==> config.mk <==
export PLATFORM = sky130hd
export DESIGN_NAME = wb_arbiter_2m
export DESIGN_NICKNAME = d
export VERILOG_FILES = /design/src/rtl/xm_wb_pkg.sv /design/src/rtl/wb_watchdog.sv /design/src/rtl/wb_arbiter_2m.sv
export SDC_FILE = /design/constraint.sdc
export NUM_CORES = 1
export LEC_CHECK = 0
export ABC_AREA = 1
export CAP_MARGIN = 15
export CORE_AREA = 2 2 64 66
export DETAILED_ROUTE_END_ITERATION = 8
export DIE_AREA = 0 0 66 68
export DONT_BUFFER_PORTS = 1
export HOLD_SLACK_MARGIN = 0.02
export PLACE_DENSITY = 0.6
export SYNTH_ARGS = -nofsm -noshare
export SYNTH_HDL_FRONTEND = slang
export SYNTH_SLANG_ARGS = --single-unit
==> constraint.sdc <==
create_clock -name clk_i -period 2.2 [get_ports clk_i]
set_input_delay 0.55 -clock clk_i [delete_from_list [all_inputs] [get_ports clk_i]]
set_output_delay 0.55 -clock clk_i [all_outputs]
set_load 0.05 [all_outputs]
==> src/rtl/xm_wb_pkg.sv <==
`default_nettype none
// ============================================================================
// Module  : xm_wb_pkg
// Purpose : Shared types and widths for the two-master Wishbone arbiter.
//           - arbiter state encoding
//           - default bus widths for the 16-bit word memory
// Ports   : none (package)
// Revision: 1.0  initial release
// ============================================================================
package xm_wb_pkg;

  typedef enum logic [1:0] {
    ARB_IDLE = 2'd0,
    ARB_GNT0 = 2'd1,
    ARB_GNT1 = 2'd2
  } arb_state_t;

  localparam int WB_ADR_W = 15;
  localparam int WB_DAT_W = 16;
  localparam int WB_SEL_W = 2;

endpackage
`default_nettype wire

==> src/rtl/wb_watchdog.sv <==
`default_nettype none
// ============================================================================
// Module  : wb_watchdog
// Purpose : Counts consecutive stalled strobe cycles and flags the cycle in
//           which a strobe has waited TIMEOUT cycles without an ack.
//           TIMEOUT = 0 disables the watchdog (expire_o never asserts).
// Ports   : clk_i     clock
//           rst_n_i   asynchronous active-low reset
//           run_i     strobe active with no ack this cycle
//           clr_i     restart the count at the next edge
//           expire_o  current cycle is the last one allowed without ack
// Revision: 1.0  initial release
// ============================================================================
module wb_watchdog
  import xm_wb_pkg::*;
#(
  parameter int TIMEOUT = 16
) (
  input  logic clk_i,
  input  logic rst_n_i,
  input  logic run_i,
  input  logic clr_i,
  output logic expire_o
);

  // A zero-width counter is illegal, so the disabled case keeps one bit.
  localparam int CNT_W = (TIMEOUT > 0) ? $clog2(TIMEOUT + 1) : 1;
  localparam logic [CNT_W-1:0] CNT_MAX  = CNT_W'(TIMEOUT);
  localparam logic [CNT_W-1:0] CNT_LAST = (TIMEOUT > 0) ? CNT_W'(TIMEOUT - 1) : '0;

  logic [CNT_W-1:0] cnt_q, cnt_d;

  always_comb begin
    cnt_d = cnt_q;
    if (clr_i) begin
      cnt_d = '0;
    end else if (run_i && (cnt_q != CNT_MAX)) begin
      // Saturate rather than wrap so a stuck count can never re-arm.
      cnt_d = cnt_q + 1'b1;
    end
  end

  always_ff @(posedge clk_i or negedge rst_n_i) begin
    if (!rst_n_i) begin
      cnt_q <= '0;
    end else begin
      cnt_q <= cnt_d;
    end
  end

  assign expire_o = (TIMEOUT != 0) && run_i && (cnt_q == CNT_LAST);

endmodule
`default_nettype wire

==> src/rtl/wb_arbiter_2m.sv <==
`default_nettype none
// ============================================================================
// Module  : wb_arbiter_2m
// Purpose : Two-master / one-slave Wishbone classic arbiter. Round-robin
//           grant, bus lock while the owner holds cyc, per-strobe ack
//           watchdog with forced release.
// Ports   : clk_i, rst_n_i                clock, async active-low reset
//           mN_cyc/stb/we/sel/adr/dat_i   master N request (N = 0,1)
//           mN_ack_o, mN_err_o, mN_dat_o  responses routed to master N
//           s_cyc/stb/we/sel/adr/dat_o    owner's request to the slave
//           s_ack_i, s_dat_i              slave response
//           gnt_o                         one-hot owner, 00 = idle
// Revision: 1.0  initial release
// ============================================================================
module wb_arbiter_2m
  import xm_wb_pkg::*;
#(
  parameter int ADR_W   = WB_ADR_W,
  parameter int DAT_W   = WB_DAT_W,
  parameter int SEL_W   = WB_SEL_W,
  parameter int TIMEOUT = 16
) (
  input  logic             clk_i,
  input  logic             rst_n_i,
  input  logic             m0_cyc_i,
  input  logic             m0_stb_i,
  input  logic             m0_we_i,
  input  logic [SEL_W-1:0] m0_sel_i,
  input  logic [ADR_W-1:0] m0_adr_i,
  input  logic [DAT_W-1:0] m0_dat_i,
  output logic             m0_ack_o,
  output logic             m0_err_o,
  output logic [DAT_W-1:0] m0_dat_o,
  input  logic             m1_cyc_i,
  input  logic             m1_stb_i,
  input  logic             m1_we_i,
  input  logic [SEL_W-1:0] m1_sel_i,
  input  logic [ADR_W-1:0] m1_adr_i,
  input  logic [DAT_W-1:0] m1_dat_i,
  output logic             m1_ack_o,
  output logic             m1_err_o,
  output logic [DAT_W-1:0] m1_dat_o,
  output logic             s_cyc_o,
  output logic             s_stb_o,
  output logic             s_we_o,
  output logic [SEL_W-1:0] s_sel_o,
  output logic [ADR_W-1:0] s_adr_o,
  output logic [DAT_W-1:0] s_dat_o,
  input  logic             s_ack_i,
  input  logic [DAT_W-1:0] s_dat_i,
  output logic [1:0]       gnt_o
);

  localparam logic [1:0] ST_IDLE = 2'(ARB_IDLE);
  localparam logic [1:0] ST_GNT0 = 2'(ARB_GNT0);
  localparam logic [1:0] ST_GNT1 = 2'(ARB_GNT1);

  logic [1:0] state_q, state_d;
  logic       last_q, last_d;   // previous owner, 1 after reset so M0 wins first tie
  logic       own0, own1;
  logic       wdt_run, wdt_clr, wdt_expire;

  assign own0 = (state_q == ST_GNT0);
  assign own1 = (state_q == ST_GNT1);

  // Slave side: pure combinational mux of the owner, all zero when idle.
  always_comb begin
    s_cyc_o = 1'b0;
    s_stb_o = 1'b0;
    s_we_o  = 1'b0;
    s_sel_o = '0;
    s_adr_o = '0;
    s_dat_o = '0;
    if (own0) begin
      s_cyc_o = m0_cyc_i;
      s_stb_o = m0_stb_i;
      s_we_o  = m0_we_i;
      s_sel_o = m0_sel_i;
      s_adr_o = m0_adr_i;
      s_dat_o = m0_dat_i;
    end else if (own1) begin
      s_cyc_o = m1_cyc_i;
      s_stb_o = m1_stb_i;
      s_we_o  = m1_we_i;
      s_sel_o = m1_sel_i;
      s_adr_o = m1_adr_i;
      s_dat_o = m1_dat_i;
    end
  end

  // An ack in the final allowed cycle stops the watchdog from running, so
  // ack always takes precedence over expiry.
  assign wdt_run = s_stb_o & ~s_ack_i;
  assign wdt_clr = ~wdt_run | (state_d != state_q);

  wb_watchdog #(
    .TIMEOUT (TIMEOUT)
  ) u_wdt (
    .clk_i    (clk_i),
    .rst_n_i  (rst_n_i),
    .run_i    (wdt_run),
    .clr_i    (wdt_clr),
    .expire_o (wdt_expire)
  );

  always_comb begin
    state_d = state_q;
    last_d  = last_q;
    case (state_q)
      ST_IDLE: begin
        if (m0_cyc_i && m1_cyc_i) begin
          state_d = last_q ? ST_GNT0 : ST_GNT1;
        end else if (m0_cyc_i) begin
          state_d = ST_GNT0;
        end else if (m1_cyc_i) begin
          state_d = ST_GNT1;
        end
      end
      ST_GNT0: begin
        // Release on cyc drop or watchdog expiry; hand straight over if M1 waits.
        if (!m0_cyc_i || wdt_expire) begin
          last_d  = 1'b0;
          state_d = m1_cyc_i ? ST_GNT1 : ST_IDLE;
        end
      end
      ST_GNT1: begin
        if (!m1_cyc_i || wdt_expire) begin
          last_d  = 1'b1;
          state_d = m0_cyc_i ? ST_GNT0 : ST_IDLE;
        end
      end
      default: state_d = ST_IDLE;
    endcase
  end

  always_ff @(posedge clk_i or negedge rst_n_i) begin
    if (!rst_n_i) begin
      state_q <= ST_IDLE;
      last_q  <= 1'b1;
    end else begin
      state_q <= state_d;
      last_q  <= last_d;
    end
  end

  // Responses only reach the current owner; a late ack while idle is dropped.
  assign m0_ack_o = s_ack_i & own0 & m0_stb_i;
  assign m1_ack_o = s_ack_i & own1 & m1_stb_i;
  assign m0_err_o = wdt_expire & own0;
  assign m1_err_o = wdt_expire & own1;
  assign m0_dat_o = own0 ? s_dat_i : '0;
  assign m1_dat_o = own1 ? s_dat_i : '0;
  assign gnt_o    = {own1, own0};

endmodule
`default_nettype wire

==> impl_metrics.toml <==
[sta]
fin_ws_ns = -0.00859
timing.fmax_ghz = 0.453
rsz0062_at_grt = "true"
min_period_ns = 2.21
setup_viol = 1
hold_viol = 0
tightest_slew_ns = 0.556
slew_headroom_pct = 62.6
fin_crit_sh_pct = 100
drv_slew = 0
fin_tns_setup_ns = -0.00859
fin_skew_ns = 0.00319

[power]
vdd_drop_max_mv = 0.999
p_comb_share_pct = 92.0
power.density_nw_per_um2 = 1680
internal-power_w = 0.00230
p_leak_nw = 1.69
power_frac_seq_pct = 4.4
clock_power_share_pct = 3.5
switching_share_pct = 55.6
totalPowerFinal_w = 0.00518
switching_power_w = 0.00288

[synth]
synth_area_per_cell_sq_um = 5.30
ys_ff_latch = 8
yosysUniqueCellTypes = 27
yosysTopAreaCell = "nand2_1"
synth_area_sq_um = 1450
ys_seq_area_share_pct = 13.9
yosys_warnings = 0
synth_top_area_share_pct = 30.0
ys_top_cells_by_area = "nand2_1 (30%), nand3_1 (14%), dfrtp_1 (12%)"
synth_cells = 274
syn-num-nets = 372

[clock_tree]
cts_max_level = 1
cts_buffer_depth = 2
cts_tree = "yes"
path_clk_slew_ns = 0.04
cts-root-buf = "clkbuf_8"
worstSkewPairLatency_ns = 0.23
clock_sink_count = 8
numCtsBuffers = 3

[setup_path]
r2r_start = "u_wdt.cnt_q[1]"
path_max_fanout = 2
worstPathRequired_ns = 1.65
endpoint_kind = "output port"
rr_endpoint = "u_wdt.cnt_q[4]"
rr_worst_depth = 13
rrSetupSlack_ns = 0.25
path_class = "reg2out"
start_kind = "flop"
critical_path_arrival_ns = 1.66

[layout]
post-route-cell-area_sq_um = 3090
drive_gt1_share_pct = 35.6
final_core_util_pct = 80.1
antenna_cells = 0
n_fill_cell = 250
nNetsFinal = 447
area_growth_pct = 113

[routing]
drtIter0Drc = 121
drc_errors = 0
vias = 2074
wl_per_cell_microns = 17.0
dr.pass1.iters = 4
viasPerCell = 5.21
ant_nets = 0
drt_wl_total_microns = 6750

[floorplan]
num_rows = 23
initial_utilization_pct = 37.7
ios = 165
core_area_sq_um = 3860
die_width_microns = 66
dieArea_sq_um = 4490
dieHeight_microns = 68

[placed_design]
gp_congestion = 0.875
dpl.hpwl_microns = 5030
dpl_worst_slack_ns = 0.00304
port_buffers = 0
placed_area_sq_um = 2830

[hold_path]
worst_hold_path_type = "in2async"

[status]
status = "finished, violations left"
violations = "negative setup slack"

[global_route]
grt.busiest_layer = "met2"
grt_usage_pct = 25.9
met2_usage_pct = 49.6
overflow = 0
grt_max_degree = 37
grt_pass1_wl_microns = 9050
grt_pass1_vias = 1849
use_met1_pct = 25.8
gr-usage-met3_pct = 7.40
grt_antenna_before_repair = 0

[job]
cap_viol_max_count = 0
==> area by class of cell <==
| type | instances | area [sq um] | area share (%) |
|---|---|---|---|
| clock buffers | 4 | 45.0 | 1.46 |
| inverters | 51 | 200 | 6.48 |
| multi-input cells | 198 | 1050 | 34.0 |
| flip-flops and latches | 8 | 204 | 6.60 |
| well taps | 50 | 62.6 | 2.03 |
| repair buffers | 87 | 1530 | 49.5 |
==> per-stage QoR <==
step	hold WS, ns	instances
after floorplan	0.254	274
after global placement	0.255	380
after detailed placement	0.255	380
after CTS	0.163	388
after global routing	0.160	398
final	0.168	398
==> power groups by stage <==
stage | Sequential [W] | Clock [W] | Combinational (W)
finish | 0.000228 | 0.000183 | 0.00476
global placement | 0.000219 | 0 | 0.00438
detailed placement | 0.000222 | 0 | 0.00445
CTS | 0.000233 | 0.000188 | 0.00458
global route | 0.000230 | 0.000193 | 0.00494
floorplan | 0.000213 | 0 | 0.00245
==> state kept, by name, summed over array words and instances, names as in the netlist <==
signal	flops
state_q	2
last_q	1
u_wdt.cnt_q	5
==> cells in the mapped netlist, drive strengths merged <==
master  number
nand3b       1
nand4        1
dfrtp        7
a31oi        1
inv         51
nand3       43
clkbuf      13
nor2         7
nand2      121
a21oi        2
or3b         1
or2          1
dfstp        1
o21ai        4
o21a         1
ha           7
nor3         6
xor2         2
buf          4
==> critical path, cell delays in order (launching register included) <==
cell and delay (ns):
dfrtp_1 0.38, ha_1 0.23, nand2_1 0.11, nor2_1 0.05, ha_2 0.20, buf_4 0.14, nand3_2 0.08, clkinvlp_4 0.24
==> placed cells by master (no fill, tap or decap), types with 2 or more instances in the layout <==
cell type	count
clkbuf_8	3
buf_4	17
ha_1	4
dfrtp_2	2
inv_1	43
o21ai_4	2
buf_12	66
nand2_1	113
ha_4	2
nor2_1	6
nand3_2	2
nand3_1	40
a21oi_1	2
inv_2	5
dfrtp_1	5
inv_4	2
nor3_2	5
xor2_1	2
nand2_2	7
==> worst max-delay path by stage <==
stage,startpoint,to,slack [ns],cells past startpoint
after global routing,u_wdt.cnt_q[0],m0_err_o,-0.07,7
after floorplan,state_q[0],m0_err_o,-0.04,9
after global placement,state_q[1],s_cyc_o,0.09,7
after detailed placement,state_q[1],s_cyc_o,0.003,7
after CTS,state_q[0],m0_err_o,0.002,8
final,u_wdt.cnt_q[0],m0_err_o,-0.009,7
==> layer usage <==
| metal | wire [microns] | up-vias |
|---|---|---|
| met5 | 0 | - |
| met4 | 261 | 0 |
| met3 | 621 | 24 |
| met2 | 3690 | 108 |
| met1 | 2170 | 973 |
| li1 | - | 969 |
==> kinds of logic (layout without fill, tap and decap cells) <==
group / after synthesis / count (layout) / synth area share [%]
buffers and inverters: 68 / 142 / 18.9
adder cells (fa/ha/maj): 7 / 7 / 6.03
AO/OA/AOI/OAI: 8 / 8 / 3.27
XOR/XNOR: 2 / 2 / 1.21
flip-flops: 8 / 8 / 13.9
AND/OR/NAND/NOR: 181 / 181 / 56.8
==> timing repair <==
action                                  4_1_cts  5_1_grt
endpoints found under the hold margin         7        0
resized for setup                            10        7
endpoints found under the setup margin       65       36
setup buffers                                 2        9
gates cloned                                  1        1
hold buffers                                  1        0
pin swaps                                     0        7
(Power assumes the default switching activity.)
